<file path="src/rtl/ifetch_unit.sv">
// ifetch_unit: instruction fetch front end.
// Issues one word fetch at a time to instruction memory and queues the returned
// words with their fetch addresses in a two-entry FIFO for decode. A redirect
// flushes the FIFO and drops any response still in flight.
// Optional feature macro: IFETCH_MISALIGN_CHECK_EN (sticky misaligned-redirect flag).
module ifetch_unit #(
  parameter logic [31:0] RESET_PC = 32'h0000_0000
) (
  input  logic        clk,
  input  logic        rst_n,
  output logic        imem_req,
  output logic [31:0] imem_addr,
  input  logic [31:0] imem_rdata,
  input  logic        imem_rvalid,
  input  logic        redirect_valid,
  input  logic [31:0] redirect_pc,
  output logic        inst_valid,
  input  logic        inst_ready,
  output logic [31:0] inst_data,
  output logic [31:0] inst_pc,
  output logic [6:0]  inst_opcode,
  output logic        misalign_err
);

  localparam logic [1:0] ST_IDLE  = 2'd0;  // no request outstanding
  localparam logic [1:0] ST_WAIT  = 2'd1;  // request outstanding, response will be kept
  localparam logic [1:0] ST_DRAIN = 2'd2;  // request outstanding, response will be dropped

  logic [1:0]  state_q, state_d;
  logic [31:0] fetch_pc_q, fetch_pc_d;
  logic [31:0] req_pc_q, req_pc_d;
  logic [1:0]  count_q, count_d;
  logic        rd_ptr_q, rd_ptr_d;
  logic        wr_ptr_q, wr_ptr_d;
  logic [31:0] fifo_pc_q   [2];
  logic [31:0] fifo_pc_d   [2];
  logic [31:0] fifo_data_q [2];
  logic [31:0] fifo_data_d [2];

  logic        accept;
  logic        push;
  logic        pop;
  logic        issue;
  logic [2:0]  count_after;
  logic [31:0] redirect_target;

  // Redirect targets are always word aligned; the low two bits are discarded.
  assign redirect_target = {redirect_pc[31:2], 2'b00};

  // Handshake terms: response acceptance, FIFO push/pop and the issue decision.
  always_comb begin
    accept      = (state_q == ST_WAIT) && imem_rvalid;
    push        = accept && !redirect_valid;
    pop         = (count_q != 2'd0) && inst_ready && !redirect_valid;
    count_after = {1'b0, count_q} + {2'b00, push} - {2'b00, pop};
    // A new fetch only goes out when the FIFO will still have room for its
    // response after this cycle's push/pop; rst_n keeps imem_req low in reset.
    issue       = rst_n && !redirect_valid &&
                  ((state_q == ST_IDLE) || accept) &&
                  (count_after < 3'd2);
  end

  // Next-state logic for the fetch FSM, fetch PC and FIFO.
  always_comb begin
    state_d        = state_q;
    fetch_pc_d     = fetch_pc_q;
    req_pc_d       = req_pc_q;
    count_d        = count_q;
    rd_ptr_d       = rd_ptr_q;
    wr_ptr_d       = wr_ptr_q;
    fifo_pc_d[0]   = fifo_pc_q[0];
    fifo_pc_d[1]   = fifo_pc_q[1];
    fifo_data_d[0] = fifo_data_q[0];
    fifo_data_d[1] = fifo_data_q[1];

    if (redirect_valid) begin
      // Redirect wins over push, pop and issue: flush and restart from target.
      fetch_pc_d = redirect_target;
      count_d    = 2'd0;
      rd_ptr_d   = 1'b0;
      wr_ptr_d   = 1'b0;
      case (state_q)
        // A response arriving this very cycle retires the old request, so
        // there is nothing left to drain; otherwise wait for it and drop it.
        ST_WAIT, ST_DRAIN: state_d = imem_rvalid ? ST_IDLE : ST_DRAIN;
        default:           state_d = ST_IDLE;
      endcase
    end else begin
      if (push) begin
        fifo_pc_d[wr_ptr_q]   = req_pc_q;
        fifo_data_d[wr_ptr_q] = imem_rdata;
        wr_ptr_d              = ~wr_ptr_q;
      end
      if (pop) begin
        rd_ptr_d = ~rd_ptr_q;
      end
      count_d = count_after[1:0];

      case (state_q)
        ST_IDLE:  state_d = issue ? ST_WAIT : ST_IDLE;
        ST_WAIT:  if (imem_rvalid) state_d = issue ? ST_WAIT : ST_IDLE;
        ST_DRAIN: if (imem_rvalid) state_d = ST_IDLE;
        default:  state_d = ST_IDLE;
      endcase

      if (issue) begin
        req_pc_d   = fetch_pc_q;
        fetch_pc_d = fetch_pc_q + 32'd4;  // wraps modulo 2^32
      end
    end
  end

  // State registers with asynchronous active-low reset.
  always_ff @(posedge clk or negedge rst_n) begin
    if (!rst_n) begin
      state_q        <= ST_IDLE;
      fetch_pc_q     <= RESET_PC;
      req_pc_q       <= RESET_PC;
      count_q        <= 2'd0;
      rd_ptr_q       <= 1'b0;
      wr_ptr_q       <= 1'b0;
      fifo_pc_q[0]   <= 32'h0;
      fifo_pc_q[1]   <= 32'h0;
      fifo_data_q[0] <= 32'h0;
      fifo_data_q[1] <= 32'h0;
    end else begin
      state_q        <= state_d;
      fetch_pc_q     <= fetch_pc_d;
      req_pc_q       <= req_pc_d;
      count_q        <= count_d;
      rd_ptr_q       <= rd_ptr_d;
      wr_ptr_q       <= wr_ptr_d;
      fifo_pc_q[0]   <= fifo_pc_d[0];
      fifo_pc_q[1]   <= fifo_pc_d[1];
      fifo_data_q[0] <= fifo_data_d[0];
      fifo_data_q[1] <= fifo_data_d[1];
    end
  end

  assign imem_req    = issue;
  assign imem_addr   = fetch_pc_q;
  assign inst_valid  = (count_q != 2'd0);
  assign inst_data   = fifo_data_q[rd_ptr_q];
  assign inst_pc     = fifo_pc_q[rd_ptr_q];
  assign inst_opcode = inst_data[6:0];

`ifdef IFETCH_MISALIGN_CHECK_EN
  logic misalign_err_q, misalign_err_d;

  // Sticky flag: any redirect with nonzero low address bits sets it until reset.
  always_comb begin
    misalign_err_d = misalign_err_q | (redirect_valid && (redirect_pc[1:0] != 2'b00));
  end

  // Flag register with asynchronous active-low reset.
  always_ff @(posedge clk or negedge rst_n) begin
    if (!rst_n) begin
      misalign_err_q <= 1'b0;
    end else begin
      misalign_err_q <= misalign_err_d;
    end
  end

  assign misalign_err = misalign_err_q;
`else
  // Low redirect bits are deliberately ignored when the check is not built.
  logic unused_redirect_lsbs;
  assign unused_redirect_lsbs = ^redirect_pc[1:0];
  assign misalign_err         = 1'b0;
`endif

endmodule
</file>
<file path="config.mk">
export PLATFORM = sky130hd
export DESIGN_NAME = ifetch_unit
export DESIGN_NICKNAME = d
export VERILOG_FILES = /design/src/rtl/ifetch_unit.sv
export SDC_FILE = /design/constraint.sdc
export NUM_CORES = 1
export LEC_CHECK = 0
export ABC_CLOCK_PERIOD_IN_PS = 13900
export BUFFER_PORTS_ARGS = -buffer_cell sky130_fd_sc_hd__buf_4
export CAP_MARGIN = 20
export CORE_ASPECT_RATIO = 0.5
export CORE_MARGIN = 10
export CORE_UTILIZATION = 59
export DETAILED_ROUTE_END_ITERATION = 8
export GPL_TIMING_DRIVEN = 0
export PLACE_DENSITY = 0.83
export SLEW_MARGIN = 20
export SYNTH_ARGS = -nofsm -noshare
export SYNTH_HDL_FRONTEND = slang
export SYNTH_SLANG_ARGS = --single-unit
</file>
<file path="constraint.sdc">
create_clock -name clk -period 13.9 [get_ports clk]
set_clock_uncertainty 0.2 [all_clocks]
set_input_delay 2.78 -clock clk [delete_from_list [all_inputs] [get_ports clk]]
set_output_delay 2.78 -clock clk [all_outputs]
set_load 0.02 [all_outputs]
</file>
==> results.py <==
metrics = {
    "status": {
        "status": "finished, final reports clean",
    },
    "pwr": {
        "power-per-cell-area_nw_per_um2": 181,
        "swShare": 0.343,
        "p_switching_uw": 674,
        "ir_drop_mv": 0.0884,
        "p_comb_frac": 0.347,
        "p_leak_uw": 0.00539,
        "p_int_uw": 1290,
        "clockPowerShare": 0.244,
        "seqPwrFrac": 0.409,
    },
    "cts": {
        "clk_latency_ns": 0.43,
        "cts_buffer_depth": 2,
        "cts_resized": 0,
        "cts_htree_levels": 4,
        "clock_sinks": 190,
        "cts_tree": "done",
        "root_buffer": "clkbuf_16",
        "cts_hold_buf": 0,
        "post_cts_buffers": 0,
        "cts_made_buffers": 17,
        "clkSlewWorstSetupHoldPaths_ns": 0.08,
    },
    "placed_design": {
        "place_congestion": 0.857,
        "dp.cells": 1091,
        "portBuffers": 167,
        "dp_hpwl_um": 16100,
    },
    "logic_synthesis": {
        "synth-xor-area-share": 0.00403,
        "syn_inst": 720,
        "ys_ff_latch": 190,
        "avgSynthCellArea_um2": 12.1,
        "yosys_warnings": 0,
        "synthAdderAreaFrac": 0.0109,
        "synth-async-reset-ratio": 1.00,
        "synth_flop_cell": "dfrtp_1",
        "synthMuxAreaShare": 0.244,
        "yosys.area_share.simple": 0.104,
        "synth_top_family_by_area": "multiplexers",
        "ys_seq_area_frac": 0.546,
        "synth-compound-area-share": 0.0538,
        "ys_types": 49,
        "synth_edf_count": 0,
        "syn_area_um2": 8700,
    },
    "final_layout": {
        "antenna_cells": 0,
        "layout.nets": 988,
        "layout-drive-gt1-share": 0.467,
        "fillers": 934,
        "fin_cells": 1123,
        "area_growth_pct": 24.9,
        "final_common_cell": "dfrtp_1",
        "final_cell_mix": "dfrtp_1, mux2_2, buf_4",
    },
    "global_route": {
        "grt_start_max_net_pins": 88,
        "grt_pass1_vias": 6720,
        "antenna_found_initial": 0,
        "grt_use_total": 0.219,
        "use_met3": 0.0553,
        "grt.met2_usage": 0.373,
        "grt_pass1_wl_um": 35600,
        "gr-usage-met1": 0.264,
        "top_usage_layer": "met2",
        "gr-total-overflow": 0,
    },
    "min_path": {
        "hold_path.class": "reg -> reg",
    },
    "critical_path": {
        "crit_path_end_kind": "output pin",
        "cpMaxStageDelayCell": "clkbuf_1",
        "critical_path_arrival_ns": 6.29,
        "cp-startpoint": "redirect_valid",
        "crit_fanout": 10,
        "cp-start-kind": "input port",
        "crit_family": "buffers and inverters",
        "cp_num_buf_inv": 9,
        "max_stage_delay_ns": 0.51,
        "path_class": "in -> out",
        "r2r.worst_path.cells": 13,
        "timing.rr.end": "req_pc_q[9]$_DFFE_PN0P_",
        "worstReg2RegStart": "count_q[1]$_DFF_PN0_",
        "crit_chain": "buf_4, clkbuf_1, clkbuf_1, nor2_1, ha_1, inv_1, ha_1, inv_1, fa_1, nand3b_1, or3_4, clkinv_2, buf_4, buf_2, buf_4",
        "ff2ff_setup_slack_ns": 10.12,
        "cp.required_ns": 10.92,
        "critPathCapture": "imem_req",
        "cp.depth": 15,
        "crit_top_cell": "buf_4",
    },
    "die": {
        "fp.dieW_um": 192,
        "io_pins": 175,
        "design.die.area_um2": 20300,
        "core_um2": 14500,
        "rows": 31,
        "start_util": 0.601,
        "die_h_um": 106,
    },
    "timing": {
        "worst_pin_slew_ns": 0.970,
        "fmax_mhz": 108,
        "post-route-period-util": 0.667,
        "final-setup-viol-count": 0,
        "drv_slew": 0,
        "max_slew_margin": 0.351,
        "rsz0062_at_grt": "false",
        "fin_setup_tns_ns": 0,
        "period_minus_slack_ns": 9.27,
        "finalHoldViolations": 0,
    },
    "detailed_routing": {
        "wl_per_cell_um": 19.8,
        "ant_nets": 0,
        "drtPass1Iterations": 5,
        "drc": 0,
        "routed-via-count": 6434,
        "viasPerCell": 5.73,
        "drtIter0Drc": 513,
        "wl_um": 22300,
    },
    "flow_run": {
        "max_cap_viol_count": 0,
    },
}
## layout make-up
cell class,count,area (um^2),area share
multi-input combinational,471,3640,0.335
inverter,13,50.0,0.00461
sequential,190,4750,0.438
buffer,50,269,0.0248
clock buffer,18,439,0.0404
timing repair buffer,169,1320,0.121
clock inverter,14,145,0.0134
tap,198,248,0.0228
## cells by family (layout without fill, tap and decap cells)
family	after synthesis	in the layout
buffers and inverters	63	264
and+or+nand+nor	198	198
AOI/OAI and AO/OA	68	68
DFF	190	190
adders and majority gates	7	7
other	1	5
muxes	189	189
xor gates and xnor gates	4	4
## layer usage
metal / routed length (um) / share of wire / vias to the layer above
li1: - / - / 2920
met1: 9050 / 0.41 / 3218
met2: 11000 / 0.50 / 251
met3: 1680 / 0.076 / 45
met4: 481 / 0.022 / 0
met5: 0 / 0 / -
## Yosys cell counts, types with 3 or more instances
cell	count	share of area
a21o_1	4	0.0035
a21oi_1	5	0.0029
a221o_1	7	0.0081
a31oi_1	3	0.0022
and2_1	5	0.0036
buf_1	6	0.0026
buf_2	19	0.011
buf_4	15	0.013
clkbuf_1	9	0.0039
dfrtp_1	190	0.55
ha_1	6	0.0086
inv_1	12	0.0052
mux2_2	186	0.24
mux2i_1	3	0.0035
nand2_1	120	0.052
nand3_1	16	0.0092
nand4_1	14	0.010
nor2_1	19	0.0082
nor3_1	7	0.0040
nor4_1	3	0.0022
o211ai_1	7	0.0060
o21ai_0	17	0.0098
o21ai_1	8	0.0046
o311ai_1	7	0.0070
xor2_1	3	0.0030
## sequential cells by signal (all words and copies together) (netlist names)
| register | flops |
|---|---|
| rd_ptr_q | 1 |
| fifo_data_q | 64 |
| req_pc_q | 30 |
| wr_ptr_q | 1 |
| imem_addr | 30 |
| state_q | 2 |
| count_q | 2 |
| fifo_pc_q | 60 |
## power groups by stage
stage                     Sequential (uW)  Combinational [uW]  Clock [uW]
after global routing                  826                 731         512
after detailed placement              814                 687           0
after global placement                799                 669           0
final                                 804                 683         480
after floorplan                       793                 415           0
after CTS                             804                 692         485
## worst register-to-register path, cell delays in order (launching register included)
cell and delay (ns):
dfrtp_1 0.42, or2_2 0.32, nand2_1 0.10, nor2_1 0.05
ha_1 0.31, inv_1 0.06, ha_1 0.13, inv_1 0.05
fa_1 0.38, xor2_1 0.21, or3_4 0.18, clkbuf_1 0.48
clkbuf_1 0.55, o21ai_0 0.19
## through the flow
stage | setup WS [ns] | instance area, um^2 | utilization | power (uW) | hold WS [ns]
3_3_place_gp | 4.63 | 10200 | 0.706 | 1470 | 0.275
5_1_grt | 4.44 | 10900 | 0.751 | 2070 | 0.315
6_report | 4.63 | 10900 | 0.751 | 1970 | 0.303
4_1_cts | 4.65 | 10900 | 0.751 | 1980 | 0.301
3_5_place_dp | 4.68 | 10300 | 0.711 | 1500 | 0.285
2_1_floorplan | 5.59 | 8720 | - | 1210 | 0.258
## how the worst min path moves through the flow
stage	from	to	slack (ns)	cells past startpoint
2_1_floorplan	req_pc_q[2]$_DFFE_PN0P_	req_pc_q[2]$_DFFE_PN0P_	0.26	2
4_1_cts	req_pc_q[30]$_DFFE_PN0P_	req_pc_q[30]$_DFFE_PN0P_	0.30	2
6_report	fifo_data_q[9]$_DFFE_PN0P_	fifo_data_q[9]$_DFFE_PN0P_	0.30	1
5_1_grt	fifo_data_q[9]$_DFFE_PN0P_	fifo_data_q[9]$_DFFE_PN0P_	0.32	1
3_5_place_dp	req_pc_q[13]$_DFFE_PN0P_	req_pc_q[13]$_DFFE_PN0P_	0.28	2
3_3_place_gp	req_pc_q[22]$_DFFE_PN0P_	req_pc_q[22]$_DFFE_PN0P_	0.27	2
Power figures use the tool's default switching activity.
